`config.mk`:
```
export PLATFORM = sky130hd
export DESIGN_NAME = call_stack_flat
export DESIGN_NICKNAME = d
export VERILOG_FILES = /design/src/rtl/call_stack_pkg.sv /design/src/rtl/call_stack_if.sv /design/src/rtl/call_stack_stack_regs.sv /design/src/rtl/call_stack.sv /design/src/flat_wrapper.sv
export SDC_FILE = /design/constraint.sdc
export NUM_CORES = 1
export LEC_CHECK = 0
export CAP_MARGIN = 20
export CORE_UTILIZATION = 35
export DETAILED_ROUTE_END_ITERATION = 7
export MAX_ROUTING_LAYER = met4
export PLACE_DENSITY = 0.6
export SETUP_SLACK_MARGIN = 0.2
export SLEW_MARGIN = 5
export SYNTH_ARGS = -nofsm -noshare
export SYNTH_HDL_FRONTEND = slang
export SYNTH_SLANG_ARGS = --single-unit
```
`constraint.sdc`:
```
create_clock -name clk -period 5.2 [get_ports clk]
set_clock_uncertainty 0.2 [all_clocks]
set_input_delay 1.56 -clock clk [delete_from_list [all_inputs] [get_ports clk]]
set_output_delay 1.56 -clock clk [all_outputs]
set_load 0.1 [all_outputs]
```
`src/rtl/call_stack_pkg.sv`:
```
// Shared return-address stack types: PC width and push/pop operation decode.
// Combinational helpers only; no state, no flow control.
package call_stack_pkg;

  localparam int PC_WIDTH = 10;

  typedef enum logic [1:0] {
    OP_NONE    = 2'd0,
    OP_PUSH    = 2'd1,
    OP_POP     = 2'd2,
    OP_REPLACE = 2'd3
  } stack_op_e;

  function automatic stack_op_e decode_op(input logic push, input logic pop);
    stack_op_e op;
    case ({push, pop})
      2'b10:   op = OP_PUSH;
      2'b01:   op = OP_POP;
      2'b11:   op = OP_REPLACE;
      default: op = OP_NONE;
    endcase
    return op;
  endfunction

endpackage

```
`src/rtl/call_stack_if.sv`:
```
// Control/status bundle between control unit and return-address stack.
// Master drives push/pop/flush/enable; slave returns top entry and status.
interface call_stack_if #(
  parameter int ADDR_WIDTH = 10,
  parameter int DEPTH      = 16
);
  localparam int CW = $clog2(DEPTH + 1);

  logic                  enable;
  logic                  flush;
  logic                  push;
  logic                  pop;
  logic [ADDR_WIDTH-1:0] in_data;
  logic [ADDR_WIDTH-1:0] top_data;
  logic [CW-1:0]         count;
  logic                  empty;
  logic                  full;
  logic                  overflow;
  logic                  underflow;

  modport master (
    output enable, flush, push, pop, in_data,
    input  top_data, count, empty, full, overflow, underflow
  );

  modport slave (
    input  enable, flush, push, pop, in_data,
    output top_data, count, empty, full, overflow, underflow
  );
endinterface

```
`src/rtl/call_stack_stack_regs.sv`:
```
// DEPTH x AW storage, one synchronous write port and one combinational read port.
// Zero read latency; no reset, no flow control.
module stack_regs #(
  parameter int AW    = 10,
  parameter int DEPTH = 16,
  parameter int IW    = $clog2(DEPTH)
) (
  input  logic          clk,
  input  logic          i_we,
  input  logic [IW-1:0] i_waddr,
  input  logic [AW-1:0] i_wdata,
  input  logic [IW-1:0] i_raddr,
  output logic [AW-1:0] o_rdata
);

  logic [AW-1:0] r_mem [DEPTH];

  always_ff @(posedge clk) begin
    if (i_we) r_mem[i_waddr] <= i_wdata;
  end

  assign o_rdata = r_mem[i_raddr];

endmodule

```
`src/rtl/call_stack.sv`:
```
// Return-address stack with occupancy, full/empty, sticky overflow/underflow, replace-top and flush.
// top_data is combinational (zero latency); updates only on enabled clock edges, no backpressure.
module call_stack
  import call_stack_pkg::*;
#(
  parameter int ADDR_WIDTH = PC_WIDTH,
  parameter int DEPTH      = 16
) (
  input logic         clk,
  input logic         reset,
  call_stack_if.slave bus
);

  localparam int CW = $clog2(DEPTH + 1);
  localparam int IW = $clog2(DEPTH);

  logic [CW-1:0]         r_count;
  logic                  r_overflow;
  logic                  r_underflow;

  stack_op_e             w_op;
  logic                  w_empty;
  logic                  w_full;
  logic                  w_we;
  logic [IW-1:0]         w_top_idx;
  logic [IW-1:0]         w_waddr;
  logic [ADDR_WIDTH-1:0] w_rdata;

  assign w_op      = decode_op(bus.push, bus.pop);
  assign w_empty   = (r_count == '0);
  assign w_full    = (r_count == CW'(DEPTH));
  // Index is forced to 0 when empty so the read never leaves the array.
  assign w_top_idx = w_empty ? '0 : IW'(r_count - CW'(1));

  always_comb begin
    w_we    = 1'b0;
    w_waddr = IW'(r_count);
    if (bus.enable && !bus.flush) begin
      case (w_op)
        OP_PUSH: w_we = !w_full;
        OP_REPLACE: begin
          w_we    = 1'b1;
          w_waddr = w_top_idx;
        end
        default: ;
      endcase
    end
  end

  stack_regs #(
    .AW    (ADDR_WIDTH),
    .DEPTH (DEPTH),
    .IW    (IW)
  ) u_regs (
    .clk     (clk),
    .i_we    (w_we),
    .i_waddr (w_waddr),
    .i_wdata (bus.in_data),
    .i_raddr (w_top_idx),
    .o_rdata (w_rdata)
  );

  always_ff @(posedge clk or posedge reset) begin
    if (reset) begin
      r_count     <= '0;
      r_overflow  <= 1'b0;
      r_underflow <= 1'b0;
    end else if (bus.enable) begin
      if (bus.flush) begin
        r_count     <= '0;
        r_overflow  <= 1'b0;
        r_underflow <= 1'b0;
      end else begin
        case (w_op)
          OP_PUSH: begin
            if (w_full) r_overflow <= 1'b1;
            else        r_count    <= r_count + CW'(1);
          end
          OP_POP: begin
            if (w_empty) r_underflow <= 1'b1;
            else         r_count     <= r_count - CW'(1);
          end
          OP_REPLACE: begin
            // Replace on an empty stack degrades to a push but is still flagged.
            if (w_empty) begin
              r_count     <= CW'(1);
              r_underflow <= 1'b1;
            end
          end
          default: ;
        endcase
      end
    end
  end

  assign bus.count     = r_count;
  assign bus.empty     = w_empty;
  assign bus.full      = w_full;
  assign bus.overflow  = r_overflow;
  assign bus.underflow = r_underflow;
  assign bus.top_data  = w_empty ? '0 : w_rdata;

endmodule
```
`src/flat_wrapper.sv`:
```
// flat-port wrapper written by rule: the top's interface ports become plain ports
module call_stack_flat import call_stack_pkg::*;
#(
  parameter int ADDR_WIDTH = PC_WIDTH,
  parameter int DEPTH      = 16
)
  (clk, reset, bus_enable, bus_flush, bus_push, bus_pop, bus_in_data, bus_top_data, bus_count, bus_empty, bus_full, bus_overflow, bus_underflow);
  call_stack_if #(.ADDR_WIDTH(ADDR_WIDTH), .DEPTH(DEPTH)) bus_i ();
  input logic clk;
  input logic reset;
  input wire logic [$bits(bus_i.enable)-1:0] bus_enable;
  input wire logic [$bits(bus_i.flush)-1:0] bus_flush;
  input wire logic [$bits(bus_i.push)-1:0] bus_push;
  input wire logic [$bits(bus_i.pop)-1:0] bus_pop;
  input wire logic [$bits(bus_i.in_data)-1:0] bus_in_data;
  output wire logic [$bits(bus_i.top_data)-1:0] bus_top_data;
  output wire logic [$bits(bus_i.count)-1:0] bus_count;
  output wire logic [$bits(bus_i.empty)-1:0] bus_empty;
  output wire logic [$bits(bus_i.full)-1:0] bus_full;
  output wire logic [$bits(bus_i.overflow)-1:0] bus_overflow;
  output wire logic [$bits(bus_i.underflow)-1:0] bus_underflow;
  assign bus_i.enable = bus_enable;
  assign bus_i.flush = bus_flush;
  assign bus_i.push = bus_push;
  assign bus_i.pop = bus_pop;
  assign bus_i.in_data = bus_in_data;
  assign bus_top_data = bus_i.top_data;
  assign bus_count = bus_i.count;
  assign bus_empty = bus_i.empty;
  assign bus_full = bus_i.full;
  assign bus_overflow = bus_i.overflow;
  assign bus_underflow = bus_i.underflow;
  call_stack #(.ADDR_WIDTH(ADDR_WIDTH), .DEPTH(DEPTH)) u_core (.clk(clk), .reset(reset), .bus(bus_i));
endmodule
```
# Yosys cells after proc, flatten, opt, wreduce, memory -nomap -nowiden
# Memories as Yosys holds them, arrays and structs flattened.
# Index checks and enable logic that the tools add are counted.
# Widths: inputs -> output; s select.
# classes
mul,0
div,0
eq_ne,10
n_bitwise,0
mux,20
n_lt_le_gt_ge,0
shifts,0
reduce_logical,13
n_addsub,2
# op_table
operator,n
$mux 5,4
$pmux 5 s3,1
$mux 4,3
$mux 10,1
$mux 1,9
$eq 2x2->1 const B,4
$reduce_bool 2->1,4
$ne 3x3->1 const B,2
$pmux 2 s3,1
$reduce_and 3->1,2
$add 5x1->5 const B,1
$eq 5x5->1 const B,1
$logic_not 5->1,1
$reduce_and 5->1,1
$sub 5x1->5 const B,1
$eq 2x1->1 const B,2
$reduce_bool 4->1,1
$ne 3x2->1 const B,1
$logic_not 1->1,2
$pmux 1 s2,1
$reduce_or 2->1,1
$logic_and 1x1->1,1
# totals
memories,1
reg_bits,7
romBits,0
inputBits,16
wordCells,49
mem_bits_rw,160
out_inout_bits,19
latchBits,0
# mem_list
memory,depth,word_bits,rd,rd_clocked_by_memory_dff,wr,line,source
u_core.u_regs.r_mem,16,10,1,0,1,call_stack_stack_regs.sv:16,logic [AW-1:0] r_mem [DEPTH];

# Logic depth before layout (Yosys ltp)
# logic_depth
ltp_word,7
ltp_mapped,11

# Modules after synthesis
# A second synthesis with hierarchy kept.
# hier_totals
hier_cells,360
hier_area_um2,6927.9
# by_module_without_submodules
module,cells_per_inst,area_each_um2,seq_area_each_um2,n_inst
stack_regs,269,6153.4,4804.6,1
call_stack,91,774.5,175.2,1

# Worst setup path after synthesis
# Ideal clock, no wire load.
# synth_path
path_type,register to output
startpoint,"register u_core.r_count[0], in the netlist u_core.bus.count[0]"
endpoint,output port bus_top_data[1]
path_buffers,2
path_slack_ps,-1912
path_stages_with_launch,11
t_arrival_ps,5352
required_time_ps,3440
cell_sequence,dfrtp_1 -> inv_2 -> clkbuf_1 -> ha_1 -> or4b_4 -> inv_2 -> buf_2 -> nor3_1 -> nor3_1 -> a2111oi_0 -> a311oi_1
# synth_between
elab_chain_len,4
# synth_rtl
item,line,source
"start, declared",call_stack.sv:17,logic [CW-1:0] r_count;
"start signal, assigned",call_stack.sv:77,else r_count <= r_count + CW'(1);
"start signal, assigned",call_stack.sv:81,else r_count <= r_count - CW'(1);
$logic_not 5->1 (*),call_stack.sv:30,assign w_empty = (r_count == '0);
named net bus_empty,flat_wrapper.sv:18,output wire logic [$bits(bus_i.empty)-1:0] bus_empty;
$mux 4,call_stack.sv:33,assign w_top_idx = w_empty ? '0 : IW'(r_count - CW'(1));
$mem_v2 16x10,n/a,
$mux 10 (*),call_stack.sv:101,assign bus.top_data = w_empty ? '0 : w_rdata;
"end, declared",flat_wrapper.sv:16,output wire logic [$bits(bus_i.top_data)-1:0] bus_top_data;
# Mark *: on every way through the listed nets, which the timed path passes. The rest lies on a longest branch.

# Final worst setup path
# layout_path
startpoint,"register u_core.r_count[1], in the netlist u_core.bus.count[1]"
endpoint,output port bus_top_data[2]
# layout_between
elab_chain_len,4
# layout_rtl
item,line
$sub 5x1->5 / $logic_not 5->1 (equally long branches),"call_stack.sv:33, call_stack.sv:30"
$mux 4,call_stack.sv:33
$mem_v2 16x10,n/a
$mux 10 (*),call_stack.sv:101
# Mark *: on every way between the ends. The rest lies on a longest branch, timed or not.

==> reports/results.txt <==
For the clock network fraction of design power, the log shows 0.214. TritonCTS built the clock tree. The floorplan step set the die height to 146 um.

The sum of internal, switching and leakage power is 5740 uW, and the layout cell share with drive strength beyond 1 is 0.189. Leaving out fill and tap cells, the most frequent cells in the layout are sky130_fd_sc_hd__edfxtp_1 (160), sky130_fd_sc_hd__mux2i_1 (50), sky130_fd_sc_hd__buf_4 (27). The switching fraction of total power was 0.436. The cell family contributing the most delay on the critical path is compound AO/OA/AOI/OAI gates. The cell area after layout came out at 8820 sq um.

The first global-routing pass estimated 26600 um of wire. The critical-path maximum fanout was 18; the pin count of the biggest net entering global routing was 44. Setup repair after global routing could not meet its margin everywhere. Area after detailed placement: 8140 sq um. Leaving out fill and tap cells, the most frequent cell in the layout is sky130_fd_sc_hd__edfxtp_1.

The tools report the fraction of power consumed by combinational cells as 0.517. The tools report the clock latency reported for the late side of the worst-skew pair as 420 ps. For this block, the initial DRC count from the detailed router was 447.

In this run the count of I/O pins placed on the die edge is 35. The share of the cycle needed by the critical path after routing came out at 0.940. The logs give 0 for the number of failing hold endpoints at the final stage and 2 for the worst-case clock buffer depth. Synthesis inferred 167 register bits. After synthesis the cells add up to 7270 sq um.

The H-tree depth reported by CTS is 4, and the number of nets produced by synthesis is 502. The critical path's largest stage delay is 560 ps. In the final routed layout, each cell accounts on average for 20.9 um.

For the peak ir drop on the vdd network, the log shows 0.895 mV. Clock-pin slew was measured on the worst setup and hold paths at 60 ps. The global-route total usage across every layer was 0.173; the detailed-route via count was 4529.

The die is 146 um wide. For the pin with the worst max-slew slack, the measured transition is 962 ps. The post-layout minimum cycle time is 4890 ps. The proportion of synthesized chip area in sequential cells was 0.685; the post-detailed-routing wire length was 17000 um. The count of flip-flops with a built-in enable after synthesis was 160; the post-route core utilization was 0.434.

The signed area change from the synthesized netlist to the final layout was 21.3%; the initial antenna violation count was 0. Setup total negative slack on the finished layout was measured at 0 ps. Of all cell types, the one taking the most synthesized area is sky130_fd_sc_hd__edfxtp_1.

Yosys attributes the largest share of cell area to sky130_fd_sc_hd__edfxtp_1 (66%), sky130_fd_sc_hd__mux2i_1 (6.9%), sky130_fd_sc_hd__dfrtp_1 (2.4%). Across the run, the number of max-cap violations was 0. The worst setup path is captured at an output pin. In this run the standard cell core region covers 20300 sq um. The initial core utilization was 0.358. STA puts the critical path data arrival time at 3130 ps.

Static timing analysis puts the maximum clock frequency at 0.205 GHz. The critical path class is reg2out. Dividing the synthesized area by the synthesized cell count gives 15.0 sq um. The run gives 5 as the first-pass iteration count of the detailed router. Clock root buffer: sky130_fd_sc_hd__clkbuf_16.

Buffers placed on the I/O ports in this run total 34. The tightest min-delay check is of the reg2reg type. The standard-cell row count was 52; the static leakage was 0.00291 uW.

The logs give 0 for the overall overflow remaining after global route and 0 for the diode insertion count for antenna repair. The headroom to the max-slew limit was 0.356; the net switching power of the design was 2500 uW. The floorplan die area was 21300 sq um. Share of the synthesized area in the top cell type: 0.661. Once detail routing completed, the nets flagged for antenna violations numbered 0.

Among all flip-flop cells after synthesis, the most frequent one is sky130_fd_sc_hd__edfxtp_1. Number of buffers inserted during clock tree synthesis: 17. The tools report the DRC violation count after routing as 0. STA puts the critical path data required time at 3440 ps.

Library cell contributing the largest single delay on the critical path: sky130_fd_sc_hd__or4b_4. For this design the ratio of total power to cell area is 651 nW/um^2. The run gives 4502 as the via count of the first global-routing pass.

The internal portion of the total power is 3240 uW. After detailed routing, the number of vias per cell comes to 5.56. The congestion estimate from routability-driven global placement came to 0.849.

The number of standard cells after synthesis came out at 484. The number of hold-repair buffers added at the cts stage is 0. The number of nets in the layout was 550.

The detailed placer's ending HPWL is 11000 um, and the count of filler cells inserted in the layout is 1843. CTS saw 167 sinks. The sequential fraction of design power was 0.269; the fraction of synthesis flops using an asynchronous set or reset pin was 0.0419. The tools report the startpoint kind of the worst setup timing path as a flop. The critical path contains buffers and inverters numbering 4 combined. Traced cell by cell, the critical path runs through inv_1 -> ha_4 -> or4b_4 -> inv_6 -> o21ai_0 -> a211oi_2 -> a2111oi_2 -> buf_4 -> a311oi_4 -> buf_12. The flow ran to the end, and the final reports show no timing, DRC or antenna violations.

Setup violations remaining at the end of the flow were counted as 0. Number of unique standard cell types used by synthesis: 59. The final number of max-transition violations was 0. The run gives 0 as the number of warnings reported in the yosys synthesis log.
state kept, by name (all words and copies together), names as in the netlist:
register,count
u_core.bus.count,5
u_core.bus.overflow,1
u_core.bus.underflow,1
u_core.u_regs.r_mem,160
synthesized netlist by cell type, drive strengths merged, types with 2 or more instances:
cell type / n
a31oi: 5
nand2b: 5
o21ai: 15
nand2: 20
o221ai: 7
nor2b: 3
a211o: 2
o31ai: 5
a211oi: 2
nor3b: 4
o211ai: 3
and2: 11
a21oi: 10
o211a: 6
nor2: 27
ha: 2
inv: 10
a221o: 6
buf: 17
a2111oi: 10
clkbuf: 15
a311oi: 2
o2bb2ai: 12
mux2i: 51
or3: 2
dfrtp: 7
a221oi: 10
o311ai: 6
nand3: 4
mux2: 7
xnor2: 4
o22ai: 8
edfxtp: 160
nor3: 7
o22a: 7
path summary, 6_finish.rpt:
| path | startpoint | endpoint | slack [ps] | cells after the start |
|---|---|---|---|---|
| min in group asynchronous | reset | u_core.bus.count[0] | 1180 | 2 |
| max in group asynchronous | reset | u_core.bus.count[0] | 3360 | 2 |
| setup reg to reg | u_core.bus.count[1] | u_core.u_regs.r_mem[12][7] | 1730 | 9 |
| hold / removal | u_core.bus.underflow | u_core.bus.underflow | 350 | 2 |
| setup / recovery | u_core.bus.count[1] | bus_top_data[2] | 310 | 10 |
| hold reg to reg | u_core.bus.underflow | u_core.bus.underflow | 350 | 2 |
worst min-delay path, stage by stage, from the launching register on:
cell and delay (ps):
sky130_fd_sc_hd__dfrtp_1 350, sky130_fd_sc_hd__a31oi_1 50, sky130_fd_sc_hd__a21oi_1 110
cell families (layout without fill, tap and decap cells):
kind of cell / Yosys count / in the layout / synth area share
flip-flops: 167 / 167 / 0.685
multiplexers: 58 / 58 / 0.0816
AND/OR/NAND/NOR: 89 / 90 / 0.0627
XOR/XNOR: 4 / 4 / 0.00482
AO/OA/AOI/OAI: 122 / 122 / 0.131
buffers and inverters: 42 / 101 / 0.0312
adder cells (fa/ha/maj): 2 / 2 / 0.00344
area by class of cell:
type / instances / area [sq um] / share of cell area
Sequential cell: 167 / 4990 / 0.566
Multi-Input combinational cell: 276 / 2220 / 0.252
Clock inverter: 12 / 144 / 0.0163
Inverter: 10 / 45.0 / 0.00511
Timing Repair Buffer: 60 / 643 / 0.0729
Clock buffer: 19 / 433 / 0.0491
Tap cell: 270 / 338 / 0.0383
per-layer routing:
layer / track usage / vias to the layer above / part of all wire
met3: 0.0406 / 30 / 0.060
met2: 0.271 / 162 / 0.49
met4: 0.0563 / 0 / 0.018
li1: - / 2048 / -
met1: 0.222 / 2289 / 0.44
met5: - / - / 0
per-stage QoR:
| stage | worst slack (ps) | hold WS, ps | std cells |
|---|---|---|---|
| 2_1_floorplan | 178 | 662 | 484 |
| 3_3_place_gp | 194 | 316 | 779 |
| 3_5_place_dp | 149 | 341 | 779 |
| 4_1_cts | 236 | 359 | 814 |
| 5_1_grt | 190 | 389 | 814 |
| 6_report | 314 | 352 | 814 |
repair_timing:
action	4_1_cts	5_1_grt
endpoints found under the hold margin	0	0
pin swaps	1	1
gates cloned	1	0
buffers inserted	3	0
setup endpoints to repair	10	7
gates resized for setup	9	10
power groups by stage:
stage	clock, uW	combinational [uW]	sequential, uW
after floorplan	0	1950	1660
after global placement	0	2830	1560
after detailed placement	0	2850	1570
after CTS	1250	2930	1540
after global routing	1310	3110	1540
final	1230	2970	1540
Note: power is estimated with default switching activity, not from simulation.
